File: config.mk
export PLATFORM = sky130hd
export DESIGN_NAME = ascon_block_seq
export DESIGN_NICKNAME = d
export VERILOG_FILES = /design/src/rtl/ascon_block_seq.sv
export SDC_FILE = /design/constraint.sdc
export NUM_CORES = 1
export LEC_CHECK = 0
export CORE_AREA = 2 2 94 141
export DETAILED_ROUTE_END_ITERATION = 7
export DIE_AREA = 0 0 96 143
export SLEW_MARGIN = 10
export SYNTH_ARGS = -nofsm -noshare
export SYNTH_HDL_FRONTEND = slang
export SYNTH_SLANG_ARGS = --single-unit
File: constraint.sdc
create_clock -name clk_i -period 4.3 [get_ports clk_i]
set_clock_uncertainty 0.05 [all_clocks]
set_input_delay 0.86 -clock clk_i [delete_from_list [all_inputs] [get_ports clk_i]]
set_output_delay 0.86 -clock clk_i [all_outputs]
set_load 0.01 [all_outputs]
File: src/rtl/ascon_block_seq.sv
// Block/round sequencer for the ASCON core: walks AD and text blocks, runs the
// permutation round counter and emits the per-block control pulses.
module ascon_block_seq #(
   parameter int RATE_BYTES = 8,
   parameter int PA_ROUNDS  = 12,
   parameter int PB_ROUNDS  = 6
) (
   input  logic        clk_i,
   input  logic        rst_n_i,
   input  logic        start_i,
   input  logic        hash_mode_i,
   input  logic [31:0] ad_len_i,
   input  logic [31:0] text_len_i,
   input  logic        blk_valid_i,
   output logic        blk_ready_o,
   output logic [4:0]  blk_bytes_o,
   output logic        last_ad_block_o,
   output logic        last_text_block_o,
   output logic        last_ad_flag_clr_o,
   output logic        perm_busy_o,
   output logic        last_cc_o,
   output logic        busy_o,
   output logic        done_o
);

   localparam int MAX_ROUNDS = (PA_ROUNDS > PB_ROUNDS) ? PA_ROUNDS : PB_ROUNDS;
   localparam int CNT_W      = $clog2(MAX_ROUNDS + 1);

   localparam logic [CNT_W-1:0] PA_CNT  = CNT_W'(PA_ROUNDS);
   localparam logic [CNT_W-1:0] PB_CNT  = CNT_W'(PB_ROUNDS);
   localparam logic [CNT_W-1:0] CNT_ONE = CNT_W'(1);
   localparam logic [31:0]      RATE_L  = 32'(RATE_BYTES);
   localparam logic [4:0]       RATE_B  = 5'(RATE_BYTES);

   localparam logic [3:0] S_IDLE    = 4'd0;
   localparam logic [3:0] S_INIT_P  = 4'd1;
   localparam logic [3:0] S_AD      = 4'd2;
   localparam logic [3:0] S_AD_P    = 4'd3;
   localparam logic [3:0] S_SEP     = 4'd4;
   localparam logic [3:0] S_TEXT    = 4'd5;
   localparam logic [3:0] S_TEXT_P  = 4'd6;
   localparam logic [3:0] S_FINAL_P = 4'd7;
   localparam logic [3:0] S_DONE    = 4'd8;

   logic [3:0]       r_state;
   logic [CNT_W-1:0] r_round_cnt;
   logic [31:0]      r_ad_rem;
   logic [31:0]      r_txt_rem;
   logic             r_hash;
   logic             r_ad_fin;
   logic             r_last_ad_block;
   logic             r_last_text_block;

   logic             w_perm_busy;
   logic             w_blk_ready;
   logic             w_accept;
   logic             w_ad_last;
   logic             w_txt_last;
   logic [31:0]      w_rem;
   logic [3:0]       w_perm_exit;

   assign w_perm_busy = (r_state == S_INIT_P) || (r_state == S_AD_P) ||
                        (r_state == S_TEXT_P) || (r_state == S_FINAL_P);
   assign w_blk_ready = (r_state == S_AD) || (r_state == S_TEXT);
   assign w_accept    = blk_valid_i & w_blk_ready;
   assign w_ad_last   = r_ad_rem < RATE_L;
   assign w_txt_last  = r_txt_rem < RATE_L;
   assign w_rem       = (r_state == S_TEXT) ? r_txt_rem : r_ad_rem;

   // Where each permutation lands once its final round completes.
   always_comb begin
      w_perm_exit = S_IDLE;
      case (r_state)
         S_INIT_P:  w_perm_exit = (!r_hash && (r_ad_rem == 32'd0)) ? S_SEP : S_AD;
         S_AD_P:    w_perm_exit = r_ad_fin ? S_SEP : S_AD;
         S_TEXT_P:  w_perm_exit = S_TEXT;
         S_FINAL_P: w_perm_exit = S_DONE;
         default:   w_perm_exit = S_IDLE;
      endcase
   end

   // NOTE: all state below uses non-blocking assignments so every register
   // samples pre-edge values regardless of statement order.
   always_ff @(posedge clk_i or negedge rst_n_i) begin
      if (!rst_n_i) begin
         r_state           <= S_IDLE;
         r_round_cnt       <= '0;
         r_ad_rem          <= '0;
         r_txt_rem         <= '0;
         r_hash            <= 1'b0;
         r_ad_fin          <= 1'b0;
         r_last_ad_block   <= 1'b0;
         r_last_text_block <= 1'b0;
      end else begin
         r_last_ad_block   <= 1'b0;
         r_last_text_block <= 1'b0;
         case (r_state)
            S_IDLE: begin
               if (start_i) begin
                  r_ad_rem    <= ad_len_i;
                  r_txt_rem   <= text_len_i;
                  r_hash      <= hash_mode_i;
                  r_ad_fin    <= 1'b0;
                  r_round_cnt <= PA_CNT;
                  r_state     <= S_INIT_P;
               end
            end
            S_INIT_P, S_AD_P, S_TEXT_P, S_FINAL_P: begin
               r_round_cnt <= r_round_cnt - CNT_ONE;
               if (r_round_cnt == CNT_ONE) begin
                  r_state <= w_perm_exit;
               end
            end
            S_AD: begin
               if (w_accept) begin
                  if (w_ad_last) begin
                     r_last_ad_block <= 1'b1;
                     if (r_hash) begin
                        r_round_cnt <= PA_CNT;
                        r_state     <= S_FINAL_P;
                     end else begin
                        r_ad_fin    <= 1'b1;
                        r_round_cnt <= PB_CNT;
                        r_state     <= S_AD_P;
                     end
                  end else begin
                     r_ad_rem    <= r_ad_rem - RATE_L;
                     r_round_cnt <= r_hash ? PA_CNT : PB_CNT;
                     r_state     <= S_AD_P;
                  end
               end
            end
            S_SEP: r_state <= S_TEXT;
            S_TEXT: begin
               if (w_accept) begin
                  if (w_txt_last) begin
                     r_last_text_block <= 1'b1;
                     r_round_cnt       <= PA_CNT;
                     r_state           <= S_FINAL_P;
                  end else begin
                     r_txt_rem   <= r_txt_rem - RATE_L;
                     r_round_cnt <= PB_CNT;
                     r_state     <= S_TEXT_P;
                  end
               end
            end
            S_DONE:  r_state <= S_IDLE;
            default: r_state <= S_IDLE;
         endcase
      end
   end

   assign blk_ready_o        = w_blk_ready;
   assign blk_bytes_o        = !w_blk_ready ? 5'd0 :
                               (w_rem < RATE_L) ? w_rem[4:0] : RATE_B;
   assign last_ad_block_o    = r_last_ad_block;
   assign last_text_block_o  = r_last_text_block;
   assign last_ad_flag_clr_o = (r_state == S_SEP) || ((r_state == S_DONE) && r_hash);
   assign perm_busy_o        = w_perm_busy;
   assign last_cc_o          = w_perm_busy && (r_round_cnt == CNT_ONE);
   assign busy_o             = (r_state != S_IDLE);
   assign done_o             = (r_state == S_DONE);

endmodule
# --- Word-level counts from Yosys, hierarchy flattened ---
# Cells that the tools add are included.
word_totals:
  wordCells: 93
  reg_bits: 76
  inputBits: 69
  latch_bits: 0
  ramBits: 0
  output_inout_bits: 13
  memories: 0
  mem_bits_ro: 0
classes:
  shift: 0
  div: 0
  eq_ne: 17
  bitwise_logic: 1
  muxes: 39
  addsub: 3
  multipliers: 0
  reduce_logical: 22
  order_cmp: 3
ops:
  columns: ["cell", "count"]
  rows:
  - ["2-to-1 mux 32 bit", 7]
  - ["one-hot mux 32 bit (2 select lines)", 2]
  - ["less-than comparator 32 x 4 -> 1 bit (second input constant)", 3]
  - ["subtractor 32 x 4 -> 32 bit (second input constant)", 2]
  - ["2-to-1 mux 4 bit", 10]
  - ["zero test 32 bit", 1]
  - ["one-hot mux 4 bit (4 select lines)", 2]
  - ["one-hot mux 4 bit (5 select lines)", 1]
  - ["equality test 4 x 3 -> 1 bit (second input constant)", 4]
  - ["inequality test 2 bit (second input constant)", 8]
  - ["AND reduction 4 bit", 4]
  - ["2-to-1 mux 1 bit", 11]
  - ["2-to-1 mux 5 bit", 2]
  - ["2-to-1 mux 3 bit", 3]
  - ["equality test 4 x 1 -> 1 bit (second input constant)", 2]
  - ["equality test 4 x 2 -> 1 bit (second input constant)", 2]
  - ["nonzero test 4 bit", 2]
  - ["logical OR 1 bit", 5]
  - ["AND reduction 5 bit", 1]
  - ["equality test 4 bit (second input constant)", 1]
  - ["zero test 4 bit", 1]
  - ["nonzero test 2 bit", 2]
  - ["OR reduction 4 bit", 1]
  - ["subtractor 4 x 1 -> 4 bit (second input constant)", 1]
  - ["other kinds (5)", 7]

# --- Longest topological paths before layout ---
# Gate-level depths: netlist of the first run.
logic_depth:
  depth_word: 6
  depth_mapped: 8
  depth_no_buf: 7

# --- Worst setup path before layout of the first run ---
# OpenSTA, ideal clock, no wires.
synth_timing:
  path_kind: "register -> output"
  from: "register r_txt_rem[22]"
  to: "output blk_bytes_o[0]"
  path_stages_with_launch: 7
  t_required_ns: 3.390
  slack_ns: 1.132
  arrival_time_ns: 2.258
  n_path_buf: 1
  cell_sequence: "dfrtp_1 -> or4_1 -> buf_2 -> or4_4 -> or4_4 -> o21ai_2 -> a32o_1"
synth_via:
  elab_chain_len: 4
synth_lines:
  columns: ["item", "line_no", "source"]
  rows:
  - ["start, declared", "48", "logic [31:0] r_txt_rem;"]
  - ["start signal, assigned", "101", "r_txt_rem <= text_len_i;"]
  - ["start signal, assigned", "141", "r_txt_rem <= r_txt_rem - RATE_L;"]
  - ["2-to-1 mux 32 bit", "68", "assign w_rem = (r_state == S_TEXT) ? r_txt_rem : r_ad_rem;"]
  - ["less-than comparator 32 x 4 -> 1 bit", "155", "(w_rem < RATE_L) ? w_rem[4:0] : RATE_B;"]
  - ["2-to-1 mux 5 bit", "155", null]
  - ["2-to-1 mux 5 bit", "154", "assign blk_bytes_o = !w_blk_ready ? 5'd0 :"]
  - ["end, declared", "16", "output logic [4:0] blk_bytes_o,"]
# No other way between the ends.

# --- Worst setup path after layout of the first run ---
layout_timing:
  from: "register r_txt_rem[20]"
  to: "output blk_bytes_o[0]"
# Same word-level chain as after synthesis.

==> results.sh, run 1 <==
export IMPL_cts_tree="done"
export IMPL_viasPerCell=6.22
export IMPL_antenna_found_initial=1
export IMPL_drt_pass1_iter_count=6
export IMPL_cts_sink_count=76
export IMPL_place_congestion=0.893
export IMPL_power_frac_comb_pct=38.0
export IMPL_switching_share_pct=41.0
export IMPL_relSlewSlack_pct=31.8
export IMPL_fillers=1186
export IMPL_cts_root_buf="clkbuf_16"
export IMPL_min_path_type="reg -> reg"
export IMPL_layout_common_cells="clkdlybuf4s50_1 (79), dfrtp_1 (76), a21oi_1 (70), o21ai_0 (65), nand2_1 (45)"
export IMPL_reg2reg_to="r_ad_rem[10]$_DFFE_PN0P_"
export IMPL_synth_top_flop_cell="dfrtp_1"
export IMPL_post_cts_buffers=0
export IMPL_avgSynthCellArea_um2=8.28
export IMPL_internal_power_mw=2.01
export IMPL_core_area_mm2=0.0124
export IMPL_holdPathEnd="r_txt_rem[15]$_DFFE_PN0P_"
export IMPL_crit_path_end_kind="output pin"
export IMPL_wl_per_cell_um=19.0
export IMPL_layout_commonest_cell="clkdlybuf4s50_1"
export IMPL_hold_viol_final=0
export IMPL_fin_cells=818
export IMPL_core_rowCount=50
export IMPL_drive_gt1_share_pct=8.91
export IMPL_cts_clk_slew_worst_paths_ns=0.06
export IMPL_grt_max_degree=77
export IMPL_p_leak_nw=2.24
export IMPL_dieArea_mm2=0.0137
export IMPL_die_w_um=96
export IMPL_synth_cell_types=68
export IMPL_syn_inst=588
export IMPL_placed_cells=802
export IMPL_port_buffers=80
export IMPL_drt_initial_drc_count=332
export IMPL_r2r_start="r_state[1]$_DFFE_PN0P_"
export IMPL_final_period_utilization_pct=97.0
export IMPL_drc=0
export IMPL_nets=730
export IMPL_worstMarginPinSlew_ns=1.02
export IMPL_status="complete, no violations"
export IMPL_period_needed_ns=4.17
export IMPL_power_density_mw_per_mm2=554
export IMPL_grt_pass1_vias=5068
export IMPL_finalSetupViolCount=0
export IMPL_cts_buffers=9
export IMPL_synth_area_leader_cell="dfrtp_1"
export IMPL_tns_ns=0
export IMPL_grt_pass1_wl_mm=24.9
export IMPL_rsz0062_at_grt="no"
export IMPL_area_delta_synth_final_pct=26.0
export IMPL_synth_area_mm2=0.00487
export IMPL_pin_count=82
export IMPL_path_max_fanout=6
export IMPL_crit_required_ns=3.39
export IMPL_wl_mm=15.5
export IMPL_fp_dieH_um=143
export IMPL_overflow=0
export IMPL_ant_nets=0
export IMPL_globalRouteTotalUtil_pct=23.4
export IMPL_synth_warnings=0
export IMPL_path_class="reg -> out"
export IMPL_pwr_share_seq_pct=40.8
export IMPL_start_kind="flip-flop"
export IMPL_arrival_ns=3.26
export IMPL_async_flop_share_pct=100
export IMPL_reg2reg_depth=7
export IMPL_diodes=0
export IMPL_r2r_slack_ns=1.12
export IMPL_synth_edff_count=0
export IMPL_hold_buffers=0
export IMPL_post_cts_resize_count=0
export IMPL_synth_top_area_share_pct=39.0
export IMPL_power_net_switching_mw=1.39
export IMPL_start_util_pct=39.1
export IMPL_synth_net_count=661
export IMPL_hold_start="r_txt_rem[15]$_DFFE_PN0P_"
export IMPL_clockPowerShare_pct=21.2
export IMPL_clockBufferDepth=2
export IMPL_ys_seq_elements=76
export IMPL_fmax_mhz=240
export IMPL_clk_latency_ns=0.34
export IMPL_peakVddDrop_v=0.000226
export IMPL_vias=5090
export IMPL_ys_top_cells_by_area="dfrtp_1 (39%), a21oi_1 (7.2%), o21ai_0 (6.7%)"
export IMPL_holdPathStages=2
export IMPL_slew_violations=0
export IMPL_h_tree_depth=3
export IMPL_dp_hpwl_mm=10.9
export IMPL_drv_cap=0
export IMPL_seq_area_frac_synth_pct=39.0
[cell usage after synthesis, types with 4 or more instances]
cell      instances
a21oi_1          70
a22o_1           10
a22oi_1           7
a31oi_1          11
a32o_1            6
buf_2             7
clkbuf_1         31
dfrtp_1          76
ha_1              4
inv_1            11
mux2_2            7
nand2_1          45
nand3_1          19
nand4_1          11
nor2_1           38
nor3_1           31
nor4_1           11
o21ai_0          65
o22ai_1          13
o31a_1            5
o31ai_1           5
o32ai_1           4
or3_1            16
or4_1             8
[layer usage]
metal / vias up / GRT usage [%] / routed length, um
li1: 2413 / - / -
met1: 2434 / 28.2 / 6180
met5: - / 0 / 12
met4: 2 / 11.7 / 470
met3: 36 / 4.22 / 928
met2: 205 / 39.4 / 7920
[stage by stage]
| step | util (%) | hold WS (ns) | worst slack, ns | power, mW | instance area, um^2 |
|---|---|---|---|---|---|
| 3_3_place_gp | 47.1 | 0.439 | 0.533 | 2.62 | 5860 |
| 4_1_cts | 49.3 | 0.461 | 0.136 | 3.40 | 6140 |
| 6_report | 49.3 | 0.467 | 0.128 | 3.40 | 6140 |
| 3_5_place_dp | 47.1 | 0.446 | 0.524 | 2.67 | 5860 |
| 2_1_floorplan | - | 0.412 | 1.13 | 2.21 | 4870 |
| 5_1_grt | 49.3 | 0.486 | 0.00329 | 3.64 | 6140 |
[flip-flops by register name, summed over array words and instances (netlist names)]
name               flops
r_round_cnt            4
r_txt_rem             32
r_state                4
r_ad_fin               1
last_text_block_o      1
r_ad_rem              32
last_ad_block_o        1
r_hash                 1
[layout make-up]
cell class	count	area, um^2	area share (%)
multi-input cells	460	2780	45.3
flip-flops and latches	76	1900	31.0
repair buffers	99	941	15.3
clock buffers	10	239	3.89
well taps	156	195	3.18
inverters	11	41.3	0.673
clock inverters	6	40.0	0.652
[power groups by stage]
stage               Sequential [mW]  Combinational (mW)  Clock (mW)
floorplan                      1.29               0.923           0
global placement               1.37                1.25           0
detailed placement             1.38                1.28           0
CTS                            1.38                1.29       0.737
global route                   1.43                1.44       0.774
finish                         1.39                1.29       0.721
[worst max-delay path by stage]
stage	start	to	cells after the start	slack [ns]
floorplan	r_txt_rem[22]$_DFFE_PN0P_	blk_bytes_o[0]	6	1.13
global placement	r_txt_rem[22]$_DFFE_PN0P_	blk_bytes_o[1]	6	0.53
detailed placement	r_txt_rem[22]$_DFFE_PN0P_	blk_bytes_o[2]	6	0.52
CTS	r_txt_rem[22]$_DFFE_PN0P_	blk_bytes_o[2]	6	0.14
global route	r_txt_rem[22]$_DFFE_PN0P_	blk_bytes_o[2]	6	0.003
finish	r_txt_rem[20]$_DFFE_PN0P_	blk_bytes_o[0]	6	0.13
[critical path, cell delays in order (launching register included)]
cell	delay [ns]
dfrtp_1	0.40
or4_1	0.63
or4_4	0.55
or4_4	0.45
o21ai_2	0.13
a32o_1	0.21
clkdlybuf4s50_1	0.54
[kinds of logic (layout without fill, tap and decap cells)]
family | Yosys count | in the layout | share of synthesized area (%)
AO/OA/AOI/OAI | 235 | 235 | 30.5
adder cells (fa/ha/maj) | 4 | 4 | 1.03
buffers and inverters | 52 | 126 | 4.34
flip-flops | 76 | 76 | 39.0
multiplexers | 8 | 8 | 1.82
other | 1 | 1 | 0.0770
AND/OR/NAND/NOR | 212 | 212 | 23.2
No activity file was read; power rests on OpenSTA's default activity.
==> inputs of run 2 (changes only) <==
CORE_AREA = 2 2 80 121   (was 2 2 94 141)
DIE_AREA = 0 0 82 123   (was 0 0 96 143)
PLACE_DENSITY = 0.81   (was unset)
==> run 2 against run 1 <==
Register-to-register slack better by 0.16 ns. Global-route usage up 6.8 points. Combinational power about the same. Utilization up 18 points. Count of clock-buffer cells in the layout up 1. Critical path depth unchanged. Worst setup slack better by 0.0065 ns. Sequential power about the same. Sequential cell count unchanged. Wire length down 4.3%. Power up 3.4%. Via count up 4.0%. Critical path type unchanged. Critical endpoint is now blk_bytes_o[1].
==> results.sh, run 2 (synthesis gave the netlist of run 1 again) <==
export IMPL_overflow=0
export IMPL_crit_required_ns=3.39
export IMPL_relSlewSlack_pct=34.4
export IMPL_path_cells="or4_1 -> or4_4 -> or4_4 -> o21ai_2 -> a32o_1 -> clkdlybuf4s50_1"
export IMPL_cts_tree="done"
export IMPL_drt_initial_drc_count=581
export IMPL_wl_per_cell_um=19.2
export IMPL_power_net_switching_mw=1.39
export IMPL_grt_max_degree=77
export IMPL_path_class="reg -> out"
export IMPL_power_density_mw_per_mm2=575
export IMPL_wl_mm=14.8
export IMPL_power_frac_comb_pct=36.6
export IMPL_post_cts_buffers=0
export IMPL_finalSetupViolCount=0
export IMPL_drv_cap=0
export IMPL_fin_cells=772
export IMPL_core_area_mm2=0.00904
export IMPL_grt_pass1_vias=5091
export IMPL_globalRouteTotalUtil_pct=30.2
export IMPL_layout_commonest_cell="clkdlybuf4s50_1"
export IMPL_rsz0062_at_grt="no"
export IMPL_viasPerCell=6.86
export IMPL_peakVddDrop_v=0.000346
export IMPL_max_stage_delay_ns=0.63
export IMPL_vias=5295
export IMPL_path_max_fanout=6
export IMPL_layout_common_cells="clkdlybuf4s50_1 (79), dfrtp_1 (76), a21oi_1 (70), o21ai_0 (65), nand2_1 (45)"
export IMPL_fp_dieH_um=123
export IMPL_critPathSlowestCell="or4_1"
export IMPL_switching_share_pct=39.6
export IMPL_drive_gt1_share_pct=8.48
export IMPL_internal_power_mw=2.12
export IMPL_fillers=730
export IMPL_drc=0
export IMPL_dp_hpwl_mm=10.3
export IMPL_slew_violations=0
export IMPL_pin_count=82
export IMPL_die_w_um=82
export IMPL_dpl_instance_area_mm2=0.00579
export IMPL_worstMarginPinSlew_ns=0.984
export IMPL_fmax_mhz=240
export IMPL_cts_clk_slew_worst_paths_ns=0.06
export IMPL_tns_ns=0
export IMPL_start_util_pct=53.9
export IMPL_path_common_cell="or4_4"
export IMPL_nets=728
export IMPL_cts_buffers=9
export IMPL_pwr_share_seq_pct=39.8
export IMPL_port_buffers=80
export IMPL_grt_pass1_wl_mm=23.4
export IMPL_cts_sink_count=76
export IMPL_stdcell_area_mm2=0.00611
export IMPL_placed_cells=756
export IMPL_start_kind="flip-flop"
export IMPL_antenna_found_initial=0
export IMPL_ant_nets=0
export IMPL_p_total_mw=3.51
export IMPL_core_rowCount=43
export IMPL_clk_latency_ns=0.35
export IMPL_final_period_utilization_pct=96.9
export IMPL_h_tree_depth=3
export IMPL_crit_path_end_kind="output pin"
export IMPL_clockBufferDepth=2
export IMPL_largest_registers="r_ad_rem x32, r_txt_rem x32"
export IMPL_place_congestion=0.921
export IMPL_hold_buffers=0
export IMPL_dieArea_mm2=0.0101
export IMPL_min_path_type="reg -> reg"
export IMPL_drt_pass1_iter_count=5
export IMPL_diodes=0
export IMPL_area_delta_synth_final_pct=25.4
export IMPL_arrival_ns=3.26
export IMPL_post_cts_resize_count=0
export IMPL_cts_root_buf="clkbuf_16"
export IMPL_status="complete, no violations"
export IMPL_period_needed_ns=4.17
export IMPL_clockPowerShare_pct=23.6
export IMPL_hold_viol_final=0
export IMPL_p_leak_nw=2.25
[run 2: cell types whose count changed in the layout (fill, tap and decap cells not counted), sizes merged]
cell	change
clkinvlp	-1
bufinv	+2
clkbuf	+1
clkinv	-2
buf	-2
[run 2: worst paths after layout]
path                                                start                   endpoint  slack (ns)  cells past startpoint
worst max-delay path            r_txt_rem[22]$_DFFE_PN0P_             blk_bytes_o[1]        0.13                      6
worst min-delay path            r_txt_rem[28]$_DFFE_PN0P_  r_txt_rem[28]$_DFFE_PN0P_        0.46                      2
min in group asynchronous                         rst_n_i  r_txt_rem[16]$_DFFE_PN0P_        0.62                      1
worst max register to register     r_state[1]$_DFFE_PN0P_   r_txt_rem[8]$_DFFE_PN0P_        1.28                      5
worst min register to register  r_txt_rem[28]$_DFFE_PN0P_  r_txt_rem[28]$_DFFE_PN0P_        0.46                      2
max in group asynchronous                         rst_n_i   r_ad_rem[20]$_DFFE_PN0P_        2.94                      1
[run 2: through the flow]
step	setup slack (ns)	hold slack (ns)	utilization, %
6_report	0.135	0.462	67.6
5_1_grt	0.0742	0.485	67.6
4_1_cts	0.148	0.463	67.6
3_5_place_dp	0.537	0.448	64.0
3_3_place_gp	0.552	0.438	64.0
2_1_floorplan	1.13	0.412	-
[run 2: layout make-up]
cell class	count	area [um^2]	area share, %
repair buffers	97	926	15.2
inverters	11	41.3	0.676
multi-input cells	460	2780	45.5
clock inverters	5	75.1	1.23
well taps	112	140	2.30
clock buffers	11	243	3.98
flip-flops and latches	76	1900	31.1
[run 2: critical path, delay by kind of cell (launching register included)]
family,cells,cell delay (ns)
AO/OA/AOI/OAI,2,0.34
buffers and inverters,1,0.54
AND/OR/NAND/NOR,3,1.64
flip-flops,1,0.40
[run 2: per-layer routing]
layer	up-vias	track usage [%]	part of all wire [%]
met5	-	0	0
met4	0	18.5	3.9
met3	52	4.60	6.1
met2	298	50.9	52
met1	2545	35.4	38
li1	2400	-	-
[run 2: power by group through the flow]
stage	Combinational, mW	Clock, mW	Sequential, mW
global placement	1.23	0	1.37
floorplan	0.923	0	1.29
detailed placement	1.26	0	1.39
global route	1.43	0.866	1.43
finish	1.29	0.829	1.40
CTS	1.28	0.830	1.38
